==> config.mk <==
export PLATFORM = sky130hd
export DESIGN_NAME = tv80_mcycle_seq
export DESIGN_NICKNAME = d
export VERILOG_FILES = /design/src/rtl/tv80_mcycle_seq.sv
export SDC_FILE = /design/constraint.sdc
export NUM_CORES = 1
export LEC_CHECK = 0
export BUFFER_PORTS_ARGS = -buffer_cell sky130_fd_sc_hd__buf_2
export CORE_MARGIN = 4
export CORE_UTILIZATION = 24
export CTS_BUF_LIST = sky130_fd_sc_hd__clkbuf_8
export DETAILED_ROUTE_END_ITERATION = 8
export RECOVER_POWER = 50
export SYNTH_ARGS = -nofsm -noshare
export SYNTH_HDL_FRONTEND = slang
export SYNTH_SLANG_ARGS = --single-unit
==> constraint.sdc <==
create_clock -name clk -period 2.22 [get_ports clk]
set_input_delay 0.555 -clock clk [delete_from_list [all_inputs] [get_ports clk]]
set_output_delay 0.555 -clock clk [all_outputs]
set_load 0.01 [all_outputs]
==> src/rtl/tv80_mcycle_seq.sv <==
`default_nettype none
// ============================================================================
// Module  : tv80_mcycle_seq
// Purpose : Machine-cycle / T-state sequencer feeding the TV80 microcode
//           decoder; owns instruction boundaries, prefixes, HALT and bus grant.
// Revision: 1.0 - initial release
// ============================================================================
module tv80_mcycle_seq #(
  parameter int MAX_T = 6
) (
  input  logic       clk,
  input  logic       reset_n,
  input  logic       cen,
  input  logic       wait_n,
  input  logic [2:0] mcycles,
  input  logic [2:0] tstates,
  input  logic [1:0] prefix,
  input  logic       halt,
  input  logic       int_req,
  input  logic       busrq_n,
  output logic [6:0] mcycle,
  output logic [6:0] tstate,
  output logic [1:0] iset,
  output logic       xy_mode,
  output logic       m1_n,
  output logic       ir_load,
  output logic       instr_done,
  output logic       int_cycle,
  output logic       halt_n,
  output logic       busak_n
);

  typedef enum logic [1:0] {
    ST_RUN      = 2'd0,
    ST_HALTED   = 2'd1,
    ST_BUSGRANT = 2'd2
  } state_t;

  localparam logic [2:0] c_max_t = 3'(MAX_T);

  state_t     fsm_q, fsm_d, ret_q, ret_d, nxt_state;
  logic       pend_int_q, pend_int_d, nxt_int;
  logic [6:0] mcycle_q, mcycle_d, tstate_q, tstate_d;
  logic [1:0] iset_q, iset_d;
  logic       xy_mode_q, xy_mode_d;
  logic       int_cycle_q, int_cycle_d;
  logic       halt_n_q, halt_n_d;
  logic       busak_n_q, busak_n_d;

  logic [2:0] t_idx, m_idx, t_clamp, eff_t, eff_m, t_lim;
  logic       t_end, m_last;

  always_comb begin
    t_idx = 3'd0;
    m_idx = 3'd0;
    for (int i = 0; i < 7; i++) begin
      if (tstate_q[i]) t_idx = 3'(i + 1);
      if (mcycle_q[i]) m_idx = 3'(i + 1);
    end
  end

  // The HALT loop is a fixed 4T opcode fetch regardless of what the decoder says.
  assign t_clamp = (tstates > c_max_t) ? c_max_t : tstates;
  assign eff_t   = (t_clamp < 3'd3) ? 3'd3 : t_clamp;
  assign eff_m   = (mcycles == 3'd0) ? 3'd1 : mcycles;
  assign t_lim   = (fsm_q == ST_HALTED) ? 3'd4 : eff_t;
  assign t_end   = (t_idx >= t_lim);
  assign m_last  = (m_idx >= eff_m);

  always_comb begin
    fsm_d       = fsm_q;
    ret_d       = ret_q;
    pend_int_d  = pend_int_q;
    mcycle_d    = mcycle_q;
    tstate_d    = tstate_q;
    iset_d      = iset_q;
    xy_mode_d   = xy_mode_q;
    int_cycle_d = int_cycle_q;
    halt_n_d    = halt_n_q;
    busak_n_d   = busak_n_q;
    nxt_state   = fsm_q;
    nxt_int     = int_cycle_q;
    ir_load     = 1'b0;
    instr_done  = 1'b0;

    if (cen) begin
      case (fsm_q)
        ST_RUN, ST_HALTED: begin
          if (t_end) begin
            tstate_d = 7'b0000001;
            if (fsm_q == ST_HALTED) begin
              instr_done = 1'b1;
              if (int_req) begin
                nxt_state = ST_RUN;
                nxt_int   = 1'b1;
              end
            end else if (m_last) begin
              instr_done = 1'b1;
              mcycle_d   = 7'b0000001;
              case (prefix)
                2'b01:   iset_d = 2'b01;
                2'b10: begin
                  iset_d    = 2'b10;
                  xy_mode_d = 1'b0;
                end
                2'b11: begin
                  iset_d    = 2'b00;
                  xy_mode_d = 1'b1;
                end
                default: begin
                  iset_d    = 2'b00;
                  xy_mode_d = 1'b0;
                end
              endcase
              nxt_int = (prefix == 2'b00) && int_req;
              if ((prefix == 2'b00) && halt && !int_req) nxt_state = ST_HALTED;
            end else begin
              mcycle_d = mcycle_q << 1;
            end
            // A bus grant defers the int/halt decision until release.
            if (!busrq_n) begin
              fsm_d      = ST_BUSGRANT;
              ret_d      = nxt_state;
              pend_int_d = nxt_int;
              busak_n_d  = 1'b0;
            end else begin
              fsm_d       = nxt_state;
              int_cycle_d = nxt_int;
              halt_n_d    = (nxt_state != ST_HALTED);
            end
          end else if (tstate_q[1] && !wait_n) begin
            tstate_d = tstate_q;
          end else begin
            tstate_d = tstate_q << 1;
            if (tstate_q[1] && mcycle_q[0] && (fsm_q == ST_RUN)) ir_load = 1'b1;
          end
        end
        ST_BUSGRANT: begin
          if (busrq_n) begin
            fsm_d       = ret_q;
            busak_n_d   = 1'b1;
            int_cycle_d = pend_int_q;
            halt_n_d    = (ret_q != ST_HALTED);
          end
        end
        default: fsm_d = ST_RUN;
      endcase
    end
  end

  always_ff @(posedge clk or negedge reset_n) begin
    if (!reset_n) begin
      fsm_q       <= ST_RUN;
      ret_q       <= ST_RUN;
      pend_int_q  <= 1'b0;
      mcycle_q    <= 7'b0000001;
      tstate_q    <= 7'b0000001;
      iset_q      <= 2'b00;
      xy_mode_q   <= 1'b0;
      int_cycle_q <= 1'b0;
      halt_n_q    <= 1'b1;
      busak_n_q   <= 1'b1;
    end else begin
      fsm_q       <= fsm_d;
      ret_q       <= ret_d;
      pend_int_q  <= pend_int_d;
      mcycle_q    <= mcycle_d;
      tstate_q    <= tstate_d;
      iset_q      <= iset_d;
      xy_mode_q   <= xy_mode_d;
      int_cycle_q <= int_cycle_d;
      halt_n_q    <= halt_n_d;
      busak_n_q   <= busak_n_d;
    end
  end

  assign mcycle    = mcycle_q;
  assign tstate    = tstate_q;
  assign iset      = iset_q;
  assign xy_mode   = xy_mode_q;
  assign int_cycle = int_cycle_q;
  assign halt_n    = halt_n_q;
  assign busak_n   = busak_n_q;
  assign m1_n      = (fsm_q == ST_BUSGRANT) ? 1'b1 : ~mcycle_q[0];

endmodule
`default_nettype wire

Word level (Yosys, flattened, before mapping)
Index checks and enable logic that the tools add are counted.
Cells by class
  $lt $le $gt $ge: 4
  eq/ne operators: 12
  mux-type cells: 60
  bitwise operators: 4
  reductions and logical operators: 21
Operators by type and width (count)
  $mux W3: 13
  $mux W2: 13
  $mux W1: 25
  $mux W7: 3
  $reduce_and A5 Y1: 3
  $ne A2 B2 Y1 const B: 5
  $pmux W1 S2: 4
  $pmux W2 S2: 2
  $reduce_and A4 Y1: 2
  $eq A2 B2 Y1 const B: 3
  $ge A3 B3 Y1: 2
  $logic_and A1 B1 Y1: 6
  $reduce_and A3 Y1: 2
  $reduce_and A6 Y1: 1
  $eq A2 B1 Y1 const B: 2
  $logic_not A2 Y1: 2
  $ne A2 B1 Y1 const B: 2
  $not A1 Y1: 4
  $gt A3 B3 Y1 const B: 1
  $logic_not A3 Y1: 1
  $lt A3 B2 Y1 const B: 1
  $logic_not A1 Y1: 2
  $reduce_bool A2 Y1: 1
  $reduce_or A2 Y1: 1
Word-level totals
  register bits after elaboration: 25
  input port bits: 15
  output and inout port bits: 23
  word-level logic and storage cells: 111

Longest topological paths before layout
Gate-level depths: netlist of the first run.
  depth after elaboration: 17
  gate-level depth with buffers: 11
  gate-level depth less buffers: 10

Worst setup path after synthesis of the first run
Ideal clock, no wire load.
  kind: reg2out
  start: register tstate_q[0] (netlist: tstate[0])
  end: output port instr_done
  arrival time: 1.698 ns
  data required time: 1.665 ns
  slack: -0.033 ns
  cell stages (with the launch flop): 9
  buffers on the path: 0
  cells stage by stage: dfstp_2 -> a21oi_1 -> o21bai_1 -> a21oi_1 -> ha_1 -> nor2b_4 -> o21a_4 -> nor2_1 -> o21a_1
Between the ends
  longest elaborated chain between the ends: 11
RTL lines
  from (decl): RTL line 43  | logic [6:0] mcycle_q, mcycle_d, tstate_q, tstate_d;
  from (signal assigned): RTL line 168  | tstate_q <= tstate_d;
  $mux W1: RTL line 57  | if (tstate_q[i]) t_idx = 3'(i + 1);
  $mux W2 (2 in series): RTL line 57
  $mux W3 (4 in series): RTL line 57
  $ge A3 B3 Y1: RTL line 67  | assign t_end = (t_idx >= t_lim);
  $mux W1: RTL line 89  | if (t_end) begin
  $mux W1: RTL line 87  | case (fsm_q)
  $mux W1: RTL line 86  | if (cen) begin
  to (decl): RTL line 27  | output logic instr_done,
No other way between the ends.

Worst setup path in the final report of the first run
Same ends and word-level chain as after synthesis.

==> results of run 1 <==
==> registers in the layout, summed over array words and instances (netlist names), 2 cells and up <==
signal and count:
fsm_q 2, iset 2, mcycle 7, ret_q 2, tstate 7
==> where the power goes <==
group	internal, mW	switching [mW]	total (mW)	leakage (nW)
Clock	0.128	0.164	0.291	0.0217
Combinational	1.20	1.26	2.45	0.658
Sequential	0.642	0.114	0.756	0.322
Total	1.97	1.54	3.50	1.00
==> layout by cell type (no fill, tap or decap), types with 6 or more instances in the layout <==
| cell type | instances |
|---|---|
| buf_2 | 32 |
| nand2_1 | 26 |
| a21oi_1 | 9 |
| buf_4 | 29 |
| inv_1 | 10 |
| dfrtp_1 | 21 |
| ha_1 | 6 |
| o21ai_0 | 12 |
| nor2_1 | 11 |
==> logic make-up (layout without fill, tap and decap cells) <==
group                      Yosys count  after routing  share of synthesized area (%)
DFF                                 25             25                           42.6
adders and majority gates            6              6                           5.07
and+or+nand+nor                     64             64                           21.6
buffers and inverters               14             81                           4.22
AOI/OAI and AO/OA                   59             59                           26.5
==> timing repair <==
item,CTS,global route
gates resized for setup,7,9
pin swaps,9,9
setup buffers,1,2
hold buffers,0,0
endpoints found under the setup margin,10,22
gates cloned,0,0
==> metal layers <==
layer  part of all wire, %  track usage [%]  vias to the layer above
met3                   5.4             2.76                        6
li1                      -                -                      735
met2                    47             17.4                       29
met5                     0                0                        -
met1                    46             14.4                      675
met4                   1.2             3.97                        0
==> worst max-delay path: stages (launching register included) <==
cell and delay [ns]:
dfstp_2 0.55, a21oi_2 0.05, o21bai_1 0.12, a21oi_1 0.09
ha_1 0.32, nor2b_4 0.05, o21a_4 0.21, nor2_4 0.08
o21a_1 0.15, buf_6 0.11
==> cells in the mapped netlist <==
cell type and n:
a32oi_1 1, o21ai_0 15, nor3_2 1, inv_1 10
or2_2 1, or3_4 1, a22o_1 5, nor2_1 13
dfstp_2 4, and2_1 1, o21bai_1 3, a32o_1 1
nor4_1 1, nand4_1 2, buf_2 2, nand4b_1 1
o22a_1 1, nor2b_4 1, o21a_4 1, ha_1 6
buf_6 1, o21ai_1 3, nor2b_1 6, a21o_1 2
nand2b_1 3, o31ai_1 3, dfrtp_1 21, nand2_1 27
and4_1 1, a21oi_1 12, clkbuf_1 1, o221ai_1 2
nor3_1 3, a31oi_1 1, o21a_1 4, or2b_1 2
a211oi_1 1, o21ai_2 4
==> final cells by class <==
cell class                 instances  share of cell area, %
sequential                        25                   30.5
timing repair buffer              67                   20.1
tap                               75                   4.54
clock buffer                       3                   2.00
clock inverter                     1                  0.363
multi-input combinational        129                   40.6
inverter                          10                   1.82
==> path summary, 6_finish.rpt <==
kind                           start         end  slack [ns]  cells after the start
max                        tstate[0]  instr_done       -0.33                      9
min                          iset[1]     iset[1]        0.50                      2
max reg2reg                tstate[0]   mcycle[6]       -0.17                     10
min reg2reg                  iset[1]     iset[1]        0.50                      2
max in group asynchronous    reset_n   tstate[2]        0.82                      1
min in group asynchronous    reset_n   mcycle[3]        0.58                      1
==> through the flow <==
step / instance area [µm²] / TNS (ns) / hold slack, ns / instances
CTS: 2020 / -1.70 / 0.287 / 308
finish: 2070 / -1.51 / 0.499 / 310
detailed placement: 1940 / -0.799 / 0.473 / 303
floorplan: 1490 / -0.00720 / 0.259 / 168
global placement: 1940 / -0.665 / 0.467 / 303
global route: 2070 / -3.43 / 0.515 / 310
==> summary.md, run 1 <==
| Metric | Value |
|---|---|
| Vias | `~1.4k` |
| Grt total ovfl | `0` |
| Clock sink count | `25` |
| Pre-antenna DRT Iters | `4` |
| Vias/cell | `around 4.7` |
| DP Wirelength | `2930 µm` |
| Final Max Tran Viols | `0` |
| Max Clock Freq | `393 MHz` |
| CP Data Required Time | `between 1.5 and 2 ns` |
| Final Setup Violations | `10` |
| Initial antenna violation count | `0` |
| Final worst-path cycle share | `115%` |
| Fin crit period | `roughly 2.5 ns` |
| GPL Wtd Cong | `0.806` |
| Pwr dens | `1690 nW/µm²` |
| Post-Synthesis Cells | `~170` |
| Worst slew pin tran | `~1.4 ns` |
| Worst slew margin | `under 10%` |
| Layout cell share with drive strength beyond 1 | `39.1%` |
| Die Y | `about 87 µm` |
| Largest net degree at the start of global routing | `26` |
| Hold/Removal Path Class | `reg -> reg` |
| Vias in the first global route | `approximately 1.4k` |
| FILL cells | `625` |
| CTS Root Cell | `clkbuf_8` |
| Leading area contributor after synthesis | `dfrtp_1` |
| Post-layout util | `about a third` |
| Dpl ws | `-0.160 ns` |
| Std cell rows | `28` |
| GR Util All Layers | `10.9%` |
| Post-detailed-route count of antenna-violating nets | `0` |
| Detailed-route DRC error count | `0` |
| Failing checks | `negative setup slack` |
| Max-Cap Viols | `0` |
| Post-Syn Area | `approximately 1500 µm²` |
| Syn Nets | `189` |
| # diodes | `0` |
| Register area | `approximately 630 µm²` |
| Fin. Hold Viols | `0` |
| Htree depth | `1` |
| Setup Crit Path Kind | `reg -> out` |
| CP Data Arrival Time | `approximately 2.0 ns` |
| Total power | `approximately 3.5 mW` |
| Max VDD drop | `between 500 and 600 µV` |
| Final net count | `257` |
| Post-synthesis register bit count | `25` |
| Chip width | `roughly 87 µm` |
| Pleak | `approximately 1 nW` |
| Final wirelength | `a little under 4000 µm` |
| Insertion delay to the later sink of the worst-skew pair | `0.28 ns` |
| Wire length per cell | `around 12 µm` |
| CTS clk-pin slew, worst paths | `about 0.10 ns` |
| Synth warnings | `0` |
| RSZ-0062 raised after global routing | `yes` |
| Status | `complete, but fails checks` |
| DR iter-0 viols | `44` |
| Core area | `about 6000 µm²` |
| Syn_area_per_cell | `between 8 and 9 µm²` |
| Multi-input logic area | `840 µm²` |
| Initial core utilization | `approximately 25%` |
| Num CTS Buffers | `3` |
| First-pass GRT wire length | `between 6000 and 7000 µm` |
| Maximum clock path buffer count | `2` |
| IO Pins | `38` |
| Final WS setup | `-0.326 ns` |
| Layout Skew | `a little over 0.01 ns` |
| CTS tree | `done` |
| Port Buf Inserts | `37` |
| Top cells by area, synth | `dfrtp_1 (35%), dfstp_2 (7.1%), nand2_1 (6.8%)` |
| Startpoint types | `flip-flop` |
| Area Growth Syn to Fin | `39.4%` |
| Synth top area share | `~35%` |
| Crit path max fanout | `3` |
| Post-synthesis sequential area ratio | `a little over two fifths` |
| Crit path capture type | `primary output` |
| Die area | `7490 µm²` |
| Yosys cell types | `38` |
Power figures use the tool's default switching activity.
==> run 2, diff against run 1 <==
==> constraint.sdc (replaced) <==
create_clock -name clk -period 2.22 [get_ports clk]
set_input_delay 0.222 -clock clk [delete_from_list [all_inputs] [get_ports clk]]
set_output_delay 0.222 -clock clk [all_outputs]
set_load 0.01 [all_outputs]
==> summary.md, run 2 (synthesized netlist as in run 1, its figures left out) <==
| Metric | Value |
|---|---|
| RSZ-0062 raised after global routing | `yes` |
| DR iter-0 viols | `84 (+91%)` |
| CTS tree | `done` |
| Hold/Removal Path Class | `in -> reg` |
| Setup Crit Path Kind | `reg -> out` |
| Core area | `5960 µm² (unchanged)` |
| Initial antenna violation count | `0 (unchanged)` |
| Startpoint types | `flip-flop` |
| Wire length per cell | `13.3 µm (+7.3%)` |
| Std cell rows | `28 (unchanged)` |
| CTS clk-pin slew, worst paths | `0.09 ns (about the same)` |
| Commonest non-fill, non-tap cell in the layout | `buf_2` |
| Post-layout util | `33.6% (-1.1 points)` |
| Maximum clock path buffer count | `2 (unchanged)` |
| First-pass GRT wire length | `6260 µm (-4.5%)` |
| Final worst-path cycle share | `103% (-11 points)` |
| Crit path capture type | `primary output` |
| Placement Cell Area | `1830 µm² (-6.1%)` |
| Design Area, Final | `2000 µm² (-3.1%)` |
| Max VDD drop | `705 µV (+20%)` |
| Die area | `7490 µm² (unchanged)` |
| GR Util All Layers | `10.4% (-0.58 points)` |
| Pre-antenna DRT Iters | `4 (unchanged)` |
| Grt total ovfl | `0 (unchanged)` |
| Num CTS Buffers | `3 (unchanged)` |
| Area Growth Syn to Fin | `35.1%` |
| Vias in the first global route | `1364 (-3.7%)` |
| Failing checks | `negative setup slack` |
| IO Pins | `38 (unchanged)` |
| GPL Wtd Cong | `0.802 (-0.50%)` |
| Final Setup Violations | `3 (-7)` |
| Final Max Tran Viols | `0 (unchanged)` |
| Layout cell share with drive strength beyond 1 | `35.8% (-3.3 points)` |
| Post-detailed-route count of antenna-violating nets | `0 (unchanged)` |
| # diodes | `0 (unchanged)` |
| Chip width | `86.6 µm (unchanged)` |
| CTS Root Cell | `clkbuf_8` |
| Status | `complete, but fails checks` |
| Vias | `1438 (-0.48%)` |
| Largest net degree at the start of global routing | `26 (unchanged)` |
| Most frequent cells in the layout | `buf_2 (33), nand2_1 (25), dfrtp_1 (21), buf_4 (18), o21ai_0 (13)` |
| Pwr dens | `1690 nW/µm² (-0.34%)` |
| Final net count | `248 (-3.5%)` |
| Fin Hold WS | `0.187 ns (-0.312 ns)` |
| Vias/cell | `4.78 (+2.5%)` |
| Max-Cap Viols | `0 (unchanged)` |
| Port Buf Inserts | `37 (unchanged)` |
| Htree depth | `1 (unchanged)` |
| Initial core utilization | `24.9% (unchanged)` |
| Fin crit period | `2.30 ns (-0.250 ns)` |
| Die Y | `86.6 µm (unchanged)` |
| Worst slew margin | `4.78% (-1.8 points)` |
| Detailed-route DRC error count | `0 (unchanged)` |
| Insertion delay to the later sink of the worst-skew pair | `0.28 ns (about the same)` |
| Final WS setup | `-0.0768 ns (+0.250 ns)` |
| Pleak | `0.963 nW (-3.9%)` |
| DP Wirelength | `2960 µm (+0.82%)` |
| Final wirelength | `4000 µm (+4.2%)` |
| Max Clock Freq | `435 MHz (+11%)` |
| Worst slew pin tran | `1.43 ns (+0.0275 ns)` |
| CP Data Arrival Time | `2.07 ns (+0.08 ns)` |
| Layout Skew | `0.0115 ns (+0.00141 ns)` |
| CP Data Required Time | `2.00 ns (+0.34 ns)` |
| Fin. Hold Viols | `0 (unchanged)` |
| Clock sink count | `25 (unchanged)` |
| Crit path max fanout | `6 (+3)` |
run 2: routing by layer:
metal / routed length (µm) / track usage [%] / vias to the layer above
met3: 157 / 1.05 / 8
met4: 110 / 5.67 / 0
met1: 1800 / 13.2 / 679
li1: - / - / 717
met5: 0 / 0 / -
met2: 1940 / 17.2 / 34
run 2: where the power goes:
part | total, mW | switching, mW | internal, mW
clock | 0.293 | 0.165 | 0.128
sequential | 0.786 | 0.144 | 0.642
combinational | 2.30 | 1.22 | 1.08
total | 3.38 | 1.53 | 1.85
run 2: critical path: stages (launching register included):
cell     delay [ns]
dfrtp_1        0.46
nor2_1         0.16
nand2_1        0.07
ha_1           0.31
a21oi_1        0.28
o21ai_2        0.16
o21a_1         0.22
buf_2          0.14
run 2: stage by stage:
step	power (mW)	instances	TNS, ns	worst slack [ns]
after global placement	2.70	288	0	0.0646
after detailed placement	2.72	288	0	0.00690
final	3.38	301	-0.127	-0.0768
after floorplan	2.03	168	0	0.0566
after global routing	3.68	301	-1.41	-0.202
after CTS	3.10	296	-0.145	-0.0800
run 2: area by class of cell:
type                       instances  area [µm²]
clock buffer                       3        41.3
clock inverter                     1        7.51
fill                             647        3950
inverter                          10        37.5
multi-input combinational        129         843
sequential                        25         631
tap                               75        93.8
timing repair buffer              58         348
run 2: path summary, 6_finish.rpt:
path / depth (start not counted) / startpoint / slack (ns) / endpoint
min: 2 / prefix[0] / 0.19 / iset[1]
max reg2reg: 12 / tstate[0] / -0.03 / pend_int_q
min in group asynchronous: 2 / reset_n / 0.80 / tstate[6]
max in group asynchronous: 2 / reset_n / 0.58 / mcycle[4]
min reg2reg: 2 / iset[0] / 0.49 / iset[0]
max: 7 / mcycle[3] / -0.08 / instr_done
run 2: repair_timing:
item,in CTS,in global routing
hold endpoints to repair,21,0
setup endpoints to repair,3,23
hold buffers,1,0
resized for setup,3,14
setup buffers,3,6
pin swaps,6,8
==> run 3, diff against run 2 <==
CELL_PAD_IN_SITES_DETAIL_PLACEMENT = 2   (was not set)
CELL_PAD_IN_SITES_GLOBAL_PLACEMENT = 2   (was not set)
PLACE_DENSITY_LB_ADDON = 0.1   (was not set)
==> summary.md, run 3 (synthesized netlist as in run 1, its figures left out) <==
| Metric | Value |
|---|---|
| Total power | `3.55 mW (+5.0%)` |
| Startpoint types | `flip-flop` |
| Htree depth | `1 (unchanged)` |
| Insertion delay to the later sink of the worst-skew pair | `0.28 ns (about the same)` |
| CP Data Required Time | `2.00 ns (about the same)` |
| Vias in the first global route | `1690 (+24%)` |
| IO Pins | `38 (unchanged)` |
| Pre-antenna DRT Iters | `2 (-2)` |
| CTS clk-pin slew, worst paths | `0.10 ns (about the same)` |
| Pwr dens | `1740 nW/µm² (+2.9%)` |
| Largest net degree at the start of global routing | `26 (unchanged)` |
| Status | `complete, but fails checks` |
| Hold/Removal Path Class | `in -> reg` |
| Pleak | `0.964 nW (+0.10%)` |
| Max VDD drop | `610 µV (-13%)` |
| Final wirelength | `5110 µm (+28%)` |
| GPL Wtd Cong | `0.748 (-6.7%)` |
| Clock power share | `8.3% (-0.4 points)` |
| Crit path capture type | `primary output` |
| Worst slew pin tran | `1.51 ns (+0.0842 ns)` |
| Grt total ovfl | `0 (unchanged)` |
| Core area | `5960 µm² (unchanged)` |
| Std cell rows | `28 (unchanged)` |
| Max incr delay on CP | `0.56 ns (+0.10 ns)` |
| CTS Root Cell | `clkbuf_8` |
| Port Buf Inserts | `37 (unchanged)` |
| RSZ-0062 raised after global routing | `yes` |
| Initial core utilization | `24.9% (unchanged)` |
| Design Area, Final | `2040 µm² (+2.0%)` |
| CP Data Arrival Time | `2.07 ns (about the same)` |
| Comb power frac | `69.0% (+0.9 points)` |
| Final Setup Violations | `3 (unchanged)` |
| Psw | `1.68 mW (+9.7%)` |
| Fin crit period | `2.29 ns (-0.00261 ns)` |
| Final worst-path cycle share | `103% (-0.12 points)` |
| Top routing layer used | `met4` |
| Vias | `1478 (+2.8%)` |
| Crit path buf inv count | `1 (unchanged)` |
| Layout Skew | `0.00497 ns (-0.00654 ns)` |
| Top Family by Delay on Critical Path | `flip-flops` |
| Max Clock Freq | `436 MHz (+0.11%)` |
| # diodes | `0 (unchanged)` |
| Wire length per cell | `17.2 µm (+29%)` |
| Final WS setup | `-0.0742 ns (+0.00261 ns)` |
| Clock sink count | `25 (unchanged)` |
| Final Max Tran Viols | `26 (+26)` |
| CTS tree | `done` |
| Max-Cap Viols | `1 (+1)` |
| Routed met3 length | `157 µm (unchanged)` |
| Initial antenna violation count | `0 (unchanged)` |
| Placement Cell Area | `1820 µm² (-0.41%)` |
| Vias/cell | `4.96 (+3.8%)` |
| Area Growth Syn to Fin | `37.8%` |
| GR Util All Layers | `14.4% (+4.1 points)` |
| Die area | `7490 µm² (unchanged)` |
| Chip width | `86.6 µm (unchanged)` |
| DP Wirelength | `3940 µm (+33%)` |
| First-pass GRT wire length | `8470 µm (+35%)` |
| Worst slew margin | `-0.830% (-5.6 points)` |
| Fin. Hold Viols | `0 (unchanged)` |
| Failing checks | `max-capacitance violations, max-slew violations, negative setup slack` |
| Fin Hold WS | `0.226 ns (+0.0390 ns)` |
| Critical-path cell list | `a21oi_2, o21bai_1, a21oi_1, ha_1, nor2b_4, o21a_4, nand2_2, nor2_2, buf_2` |
| Sequential power share | `22.7% (-0.6 points)` |
| Setup Crit Path Kind | `reg -> out` |
| Commonest non-fill, non-tap cell in the layout | `buf_2` |
| Num CTS Buffers | `3 (unchanged)` |
| Sw Share | `47.4% (+2.0 points)` |
| Maximum clock path buffer count | `2 (unchanged)` |
| Int Power | `1.87 mW (+1.0%)` |
| Detailed-route DRC error count | `0 (unchanged)` |
| Setup TNS | `-0.169 ns (-0.0421 ns)` |
| Max stage delay cell, worst path | `dfstp_2` |
| Layout cell share with drive strength beyond 1 | `40.8% (+5.0 points)` |
| Metal-1 WL | `2170 µm (+21%)` |
| Met2 WL | `2740 µm (+41%)` |
| Die Y | `86.6 µm (unchanged)` |
| DR iter-0 viols | `41 (-51%)` |
| Post-detailed-route count of antenna-violating nets | `0 (unchanged)` |
| Crit path max fanout | `5 (-1)` |
| Most frequent cells in the layout | `buf_2 (34), nand2_1 (22), dfrtp_1 (21), buf_4 (14), o21ai_0 (13)` |
| Final net count | `245 (-1.2%)` |
run 3: cell types whose count changed in the layout (fill, tap and decap cells not counted), sizes merged:
cell / delta
buf: -2
clkbuf: -1
run 3: power groups by stage:
stage | sequential, mW | clock [mW] | combinational (mW)
2_1_floorplan | 0.849 | 0 | 1.18
3_3_place_gp | 0.794 | 0 | 1.93
3_5_place_dp | 0.809 | 0 | 1.99
4_1_cts | 0.798 | 0.309 | 2.18
5_1_grt | 0.833 | 0.329 | 2.71
6_report | 0.806 | 0.295 | 2.45
run 3: stage by stage:
stage / cells / setup WS, ns / util (%)
finish: 298 / -0.0742 / 34.3
global placement: 287 / 0.0474 / 30.5
floorplan: 168 / 0.0566 / -
detailed placement: 287 / -0.0687 / 30.5
global route: 298 / -0.200 / 34.3
CTS: 295 / -0.0950 / 32.5
run 3: worst paths after layout:
| path | to | cells past startpoint | slack [ns] | startpoint |
|---|---|---|---|---|
| max in group asynchronous | tstate[4] | 2 | 0.51 | reset_n |
| worst max register to register | mcycle[6] | 8 | -0.03 | tstate[0] |
| min in group asynchronous | fsm_q[1] | 2 | 0.83 | reset_n |
| worst min-delay path | iset[1] | 2 | 0.23 | prefix[0] |
| worst max-delay path | ir_load | 9 | -0.07 | tstate[0] |
| worst min register to register | xy_mode | 1 | 0.50 | xy_mode |
run 3: metal layers:
layer  vias to the layer above  global-route usage [%]
met4                         0                    3.40
met3                         4                    2.09
li1                        702                       -
met2                        18                    26.5
met5                         -                       0
met1                       754                    17.6
run 3: final cells by class:
type | instances | area (µm²)
fill | 685 | 3910
multi-input combinational | 129 | 901
sequential | 25 | 631
timing repair buffer | 55 | 330
tap | 75 | 93.8
clock buffer | 3 | 41.3
inverter | 10 | 37.5
clock inverter | 1 | 7.51
run 3: timing repair:
action / in CTS / in global routing
hold buffers: 1 / 0
pin swaps: 8 / 11
buffers inserted: 3 / 3
endpoints found under the hold margin: 21 / 0
resized for setup: 10 / 23
endpoints found under the setup margin: 7 / 19
run 3: worst reg2reg max path, delay by kind of cell (launching register included):
family	cells	cell delay (ns)
fa+ha+maj	1	0.32
compound gates	5	0.74
simple gates	2	0.53
flops	1	0.56
